==> src/rtl/core_mem_port_pkg.sv <==
// Shared definitions for the core-side DRAM port: FSM state codes and
// Mem_Ctrl bit positions used by the arbiter interface.
package core_mem_port_pkg;

    typedef enum logic [1:0] {
        MP_IDLE   = 2'd0,
        MP_REQ    = 2'd1,
        MP_RDWAIT = 2'd2,
        MP_DONE   = 2'd3
    } mp_state_t;

    localparam int RDEN_BIT = 0;
    localparam int WREN_BIT = 1;

    function automatic logic [15:0] sat_inc16(input logic [15:0] v);
        return (v == 16'hFFFF) ? v : v + 16'd1;
    endfunction

endpackage

==> src/rtl/core_mem_port.sv <==
// Core-side initiator for the shared-DRAM arbiter: issues rden/wren, waits for
// the per-core grant, captures read data after the RAM latency and stalls the core.
module core_mem_port
    import core_mem_port_pkg::*;
#(
    parameter int ADDR_W     = 8,
    parameter int DATA_W     = 8,
    parameter int RD_LATENCY = 1,
    parameter int TIMEOUT    = 64
) (
    input  logic              CLK,
    input  logic              rst,
    input  logic              cpu_rd,
    input  logic              cpu_wr,
    input  logic [ADDR_W-1:0] cpu_addr,
    input  logic [DATA_W-1:0] cpu_wdata,
    output logic              stall,
    output logic [DATA_W-1:0] rdata,
    output logic              rvalid,
    output logic              mem_rden,
    output logic              mem_wren,
    output logic [ADDR_W-1:0] mem_addr,
    output logic [DATA_W-1:0] mem_dout,
    input  logic [DATA_W-1:0] mem_din,
    input  logic              acq,
    output logic              timeout,
    output logic              proto_err,
    output logic [15:0]       wait_cnt
);

    localparam int LAT_W  = (RD_LATENCY > 1) ? $clog2(RD_LATENCY + 1) : 1;
    localparam int TMO_W  = (TIMEOUT > 1) ? $clog2(TIMEOUT + 1) : 1;
    localparam bit TMO_EN = (TIMEOUT != 0);
    localparam logic [TMO_W-1:0] TMO_LAST = TMO_W'((TIMEOUT > 0) ? TIMEOUT - 1 : 0);

    mp_state_t         state, state_nxt;
    logic [1:0]        mem_ctrl;
    logic              is_rd;
    logic [LAT_W-1:0]  lat_cnt;
    logic [TMO_W-1:0]  tmo_cnt;

    logic start, grant, abort, rd_done;

    assign mem_rden = mem_ctrl[RDEN_BIT];
    assign mem_wren = mem_ctrl[WREN_BIT];

    always_comb begin
        // NOTE: every output of this block gets a default first so no path can infer a latch.
        state_nxt = state;
        stall     = 1'b0;
        start     = 1'b0;
        grant     = 1'b0;
        abort     = 1'b0;
        rd_done   = 1'b0;
        case (state)
            MP_IDLE: begin
                stall = cpu_rd | cpu_wr;
                if (cpu_rd | cpu_wr) begin
                    start     = 1'b1;
                    state_nxt = MP_REQ;
                end
            end
            MP_REQ: begin
                stall = 1'b1;
                // A grant on the same edge as the timeout still wins.
                if (acq) begin
                    grant     = 1'b1;
                    state_nxt = is_rd ? MP_RDWAIT : MP_DONE;
                end else if (TMO_EN && tmo_cnt == TMO_LAST) begin
                    abort     = 1'b1;
                    state_nxt = MP_DONE;
                end
            end
            MP_RDWAIT: begin
                stall = 1'b1;
                if (lat_cnt == LAT_W'(1)) begin
                    rd_done   = 1'b1;
                    state_nxt = MP_DONE;
                end
            end
            MP_DONE:  state_nxt = MP_IDLE;
            default:  state_nxt = MP_IDLE;
        endcase
    end

    // NOTE: all state below updates with non-blocking assignments so every register
    // sees the pre-edge values of its neighbours regardless of statement order.
    always_ff @(posedge CLK) begin
        if (rst) begin
            state     <= MP_IDLE;
            mem_ctrl  <= '0;
            mem_addr  <= '0;
            mem_dout  <= '0;
            rdata     <= '0;
            rvalid    <= 1'b0;
            timeout   <= 1'b0;
            proto_err <= 1'b0;
            wait_cnt  <= '0;
            is_rd     <= 1'b0;
            lat_cnt   <= '0;
            tmo_cnt   <= '0;
        end else begin
            state  <= state_nxt;
            rvalid <= 1'b0;

            if (start) begin
                mem_addr           <= cpu_addr;
                mem_dout           <= cpu_wdata;
                is_rd              <= ~cpu_wr;
                mem_ctrl[WREN_BIT] <= cpu_wr;
                mem_ctrl[RDEN_BIT] <= ~cpu_wr;
                tmo_cnt            <= '0;
                if (cpu_rd & cpu_wr)
                    proto_err <= 1'b1;
            end

            if (state == MP_REQ) begin
                wait_cnt <= sat_inc16(wait_cnt);
                tmo_cnt  <= tmo_cnt + TMO_W'(1);
            end

            if (grant) begin
                mem_ctrl <= '0;
                lat_cnt  <= LAT_W'(RD_LATENCY);
            end

            if (abort) begin
                mem_ctrl <= '0;
                timeout  <= 1'b1;
                rdata    <= '1;
                rvalid   <= is_rd;
            end

            if (state == MP_RDWAIT)
                lat_cnt <= lat_cnt - LAT_W'(1);

            if (rd_done) begin
                rdata  <= mem_din;
                rvalid <= 1'b1;
            end
        end
    end

endmodule

==> config.mk <==
export PLATFORM = sky130hd
export DESIGN_NAME = core_mem_port
export DESIGN_NICKNAME = d
export VERILOG_FILES = /design/src/rtl/core_mem_port_pkg.sv /design/src/rtl/core_mem_port.sv
export SDC_FILE = /design/constraint.sdc
export NUM_CORES = 1
export LEC_CHECK = 0
export ABC_AREA = 0
export CORE_MARGIN = 2
export CORE_UTILIZATION = 44
export CTS_BUF_LIST = sky130_fd_sc_hd__clkbuf_2
export CTS_CLUSTER_DIAMETER = 40
export DETAILED_ROUTE_END_ITERATION = 6
export PLACE_DENSITY = 0.84
export SYNTH_ARGS = -nofsm -noshare
export SYNTH_HDL_FRONTEND = slang
export SYNTH_SLANG_ARGS = --single-unit
==> constraint.sdc <==
create_clock -name CLK -period 1.7 [get_ports CLK]
set_clock_uncertainty 0.1 [all_clocks]
set_input_delay 0.255 -clock CLK [delete_from_list [all_inputs] [get_ports CLK]]
set_output_delay 0.255 -clock CLK [all_outputs]
set_load 0.03 [all_outputs]
# After elaboration in Yosys (flattened, before gate mapping)
# Cells that the tools add are included.
[totals]
word_cells = 60
ff_bits = 56
output_inout_bits = 46
[classes]
addsub = 3
n_bitwise = 4
n_eq_ne = 8
n_reduce_logical = 9
mux = 24
[ops]
columns = ["cell", "count"]
rows = [
  ["adder 16 x 1 -> 16 bit, second input constant", 1],
  ["== test 16 bit, second input constant", 1],
  ["2-to-1 mux 8 bit", 2],
  ["2-to-1 mux 1 bit", 14],
  ["2-to-1 mux 7 bit", 2],
  ["2-to-1 mux 2 bit", 4],
  ["case mux 2 bit (4 select lines)", 1],
  ["adder 7 x 1 -> 7 bit, second input constant", 1],
  ["== test 7 x 6 -> 1 bit, second input constant", 1],
  ["nonzero test 2 bit", 3],
  ["== test 2 bit, second input constant", 2],
  ["!= test 2 bit, second input constant", 2],
  ["AND reduction 2 bit", 2],
  ["!= test 3 bit, second input constant", 1],
  ["AND reduction 3 bit", 1],
  ["OR reduction 3 bit", 1],
  ["== test 2 x 1 -> 1 bit, second input constant", 1],
  ["logical NOT 2 bit", 1],
  ["inverter 1 bit", 2],
  ["case mux 1 bit (2 select lines)", 1],
  ["OR reduction 2 bit", 1],
  ["bitwise AND 1 bit", 1],
  ["OR 1 bit", 1],
  ["subtractor 1 bit, second input constant", 1],
]

# Longest topological paths before layout
[depth]
depth_word = 6
ltp_mapped = 8
depth_no_buf = 6

# Worst setup path before layout
# OpenSTA, ideal clock, no wires.
[synth_path]
kind = "flip-flop to output port"
startpoint = "register state[0]"
endpoint = "output port stall"
path_buffers = 3
stages_incl_launch_ff = 9
setup_slack_ps = -427
arrival_ps = 1772
path_cell_list = "dfxtp_1 -> inv_1 -> ha_1 -> clkbuf_1 -> o21a_1 -> buf_2 -> buf_2 -> nor2_1 -> nor2_1"
[synth_via]
elab_chain_len = 3
[synth_lines]
columns = ["element", "line", "source"]
rows = [
  ["start: declaration", "core_mem_port.sv:36", "mp_state_t state, state_nxt;"],
  ["start signal: assignment", "core_mem_port.sv:103", "state <= state_nxt;"],
  ["== test 2 x 1 -> 1 bit / == test 2 bit (equally long branches)", "core_mem_port.sv:55", "case (state)"],
  ["OR reduction 2 bit (no source line)", "n/a", ""],
  ["case mux 1 bit (2 select lines) (*)", "core_mem_port.sv:55", ""],
  ["end: declaration", "core_mem_port.sv:17", "output logic stall,"],
]
# Every way passes the cells marked *; elsewhere a longest branch is shown, timed or not.

# Final worst setup path
# Same ends and word-level chain as after synthesis.

==> results_dict.tcl <==
set metrics [dict create \
    cp-end-kind "primary output" \
    clk_path_buf_depth 2 \
    area_growth_pct 50.4 \
    grt_max_degree 24 \
    worstSetupPathType "reg -> out" \
    final_core_util 0.682 \
    synth_common_cells "dfxtp_1, nand2_1, nor2_1" \
    grt-ovfl-total 0 \
    antenna_cells 0 \
    yosys-top-cells-area "dfxtp_1, nand2_1, nor2_1" \
    drive_gt1_frac 0.295 \
    period_share 1.09 \
    synth_area_sq_mm 0.00248 \
    final.setup.worst_slack_ps -159 \
    max_freq_ghz 0.538 \
    endpoint "stall" \
    layout.nets 422 \
    place_area_sq_mm 0.00351 \
    final_cells 459 \
    reg2reg_slack_ps -150 \
    synth-seq-cells 56 \
    post-route-min-period_ps 1860 \
    wirelength_mm 6.79 \
    via_per_inst 5.41 \
    clock-root-buffer "clkbuf_2" \
    worstReg2RegEnd "rdata[5]" \
    start_util 0.454 \
    synth_nets 327 \
    synth_edf_count 0 \
    die_y_um 79.1 \
    combPwrFrac 0.487 \
    setup_tns_ps -1530 \
    seq_power_share 0.363 \
    peakVddDrop_mv 0.681 \
    placedCellCount 445 \
    min_path_type "in -> reg" \
    rows 27 \
    crit_start "state[0]" \
    internal-power_uw 2740 \
    outcome "finished with violations" \
    r2r-start "state[0]" \
    synth_top_area_cell "dfxtp_1" \
    clkSinkCount 56 \
    crit_buf_inv 2 \
    vias 2481 \
    syn_inst 291 \
    ys.flop_type "dfxtp_1" \
    io_pins 75 \
    gp_congestion 0.838 \
    critPathMostFrequentCell "nor2_4" \
    grt_pass1_vias 2373 \
    synth_top_cell_area_share 0.452 \
    seq_area_sq_mm 0.00115 \
    worstPathCellList "inv_6 > ha_4 > o21a_4 > nor2_4 > nor2_4 > buf_12" \
    cts_tree "yes" \
    htree_levels 2 \
    hpwl_mm 4.57 \
    synth-seq-area-share 0.452 \
    fillerInstances 443 \
    power_switching_uw 1750 \
    sw_frac_of_total 0.390 \
    first_iter_violations 167 \
    leakage_uw 0.00156 \
    whs_ps 101 \
    core-area_sq_mm 0.00547 \
    slew_viol_final 0 \
    clkPwrFrac 0.149 \
    multi_input_area_sq_mm 0.00146 \
    ys_types 49 \
    worstPathRequired_ps 1340 \
    die_w_um 79.1 \
    clk_pin_slew_worst_paths_ps 280 \
    yosysWarnings 0 \
    ctsHoldBuffers 0 \
    wl_per_cell_um 14.8 \
    violations "negative setup slack" \
    slew_headroom 0.699 \
    cp_max_fo 5 \
    post-route-drc-count 0 \
    async_reset_ff_frac 0 \
    critical-path-max-stage-delay_ps 430 \
    cts_made_buffers 5 \
    drt-pass1-iter-count 4 \
    syn_area_per_cell_sq_um 8.53 \
    hold_viol_final 0 \
    rsz0062_at_grt "yes" \
    cp_slowest_cell "dfxtp_4" \
    grt_usage 0.212 \
    drt.antenna.violating_nets 0 \
    max-cap-violations 0 \
    worstMarginPinSlew_ps 452 \
    dieArea_sq_mm 0.00626 \
    crit_family "flip-flops" \
    final-setup-viol-count 15 \
    port_buffers 74 \
    clock_latency_ps 450 \
    crit_cells 6 \
    grt_pass1_wl_mm 10.6 \
    yosysMostFrequentCell "dfxtp_1" \
    rr_worst_depth 8 \
    crit_arrival_ps 1500 \
    cellPowerDensity_mw_per_mm2 1200 \
    cp-start-kind "register" \
    final_area_sq_mm 0.00373 \
    antenna_found_initial 0 \
]
-- how the worst min path moves through the flow --
stage,from,end,slack [ps],depth (start not counted)
4_1_cts,rst,timeout,70,2
6_report,rst,timeout,100,2
3_3_place_gp,mem_dout[2],mem_dout[2],340,2
5_1_grt,rst,timeout,70,2
2_1_floorplan,cpu_wdata[0],mem_dout[0],290,2
3_5_place_dp,mem_addr[6],mem_addr[6],350,2
-- flip-flops by register name, summed over array words and instances, names as in the netlist --
signal / count
state: 2
lat_cnt: 1
proto_err: 1
tmo_cnt: 7
timeout: 1
mem_addr: 8
mem_dout: 8
rdata: 8
wait_cnt: 16
mem_ctrl: 2
is_rd: 1
rvalid: 1
-- stage by stage --
| stage | worst slack (ps) | total power (uW) |
|---|---|---|
| after floorplan | 3.55 | 2800 |
| after global placement | 10.3 | 3550 |
| after detailed placement | -161 | 3610 |
| after CTS | -213 | 4310 |
| after global routing | -255 | 4760 |
| final | -159 | 4490 |
-- cells by family after synthesis --
group | after synthesis | synth area share
and+or+nand+nor | 134 | 0.264
AOI/OAI and AO/OA | 65 | 0.181
DFF | 56 | 0.452
buffers and inverters | 21 | 0.0353
adders and majority gates | 7 | 0.0353
muxes | 6 | 0.0252
xor gates and xnor gates | 2 | 0.00706
-- layout make-up --
class | instances | area share
Multi-Input combinational cell | 214 | 0.392
Inverter | 6 | 0.00804
Clock inverter | 3 | 0.0111
Sequential cell | 56 | 0.309
Timing Repair Buffer | 103 | 0.249
Tap cell | 72 | 0.0241
Clock buffer | 5 | 0.00670
-- layout by cell type (no fill, tap or decap), drive strengths merged, types with 6 or more instances in the layout --
master          n
clkdlybuf4s15  14
a21oi          28
ha              7
nor3           18
o21ai          10
dfxtp          56
clkbuf         17
nor2           39
dlygate4sd2    19
clkdlybuf4s50  27
buf            31
inv             7
nand2          42
nand3           6
-- routing by layer --
metal	wire [um]	part of all wire	track usage	up-vias
li1	-	-	-	1222
met2	3350	0.49	0.363	102
met5	0	0	0	-
met4	130	0.019	0.0828	0
met1	2830	0.42	0.249	1143
met3	488	0.072	0.0614	14
-- power by group through the flow --
stage	clock, uW	combinational (uW)	sequential, uW
2_1_floorplan	0	904	1890
3_3_place_gp	0	1920	1640
3_5_place_dp	0	1960	1640
4_1_cts	694	2000	1610
5_1_grt	756	2360	1650
6_report	671	2190	1630
-- repair_timing --
item | in CTS | in global routing
pin swaps | 2 | 13
resized for setup | 66 | 68
setup buffers | 2 | 3
cloned | 1 | 0
setup endpoints to repair | 61 | 54
(Power assumes the default switching activity.)
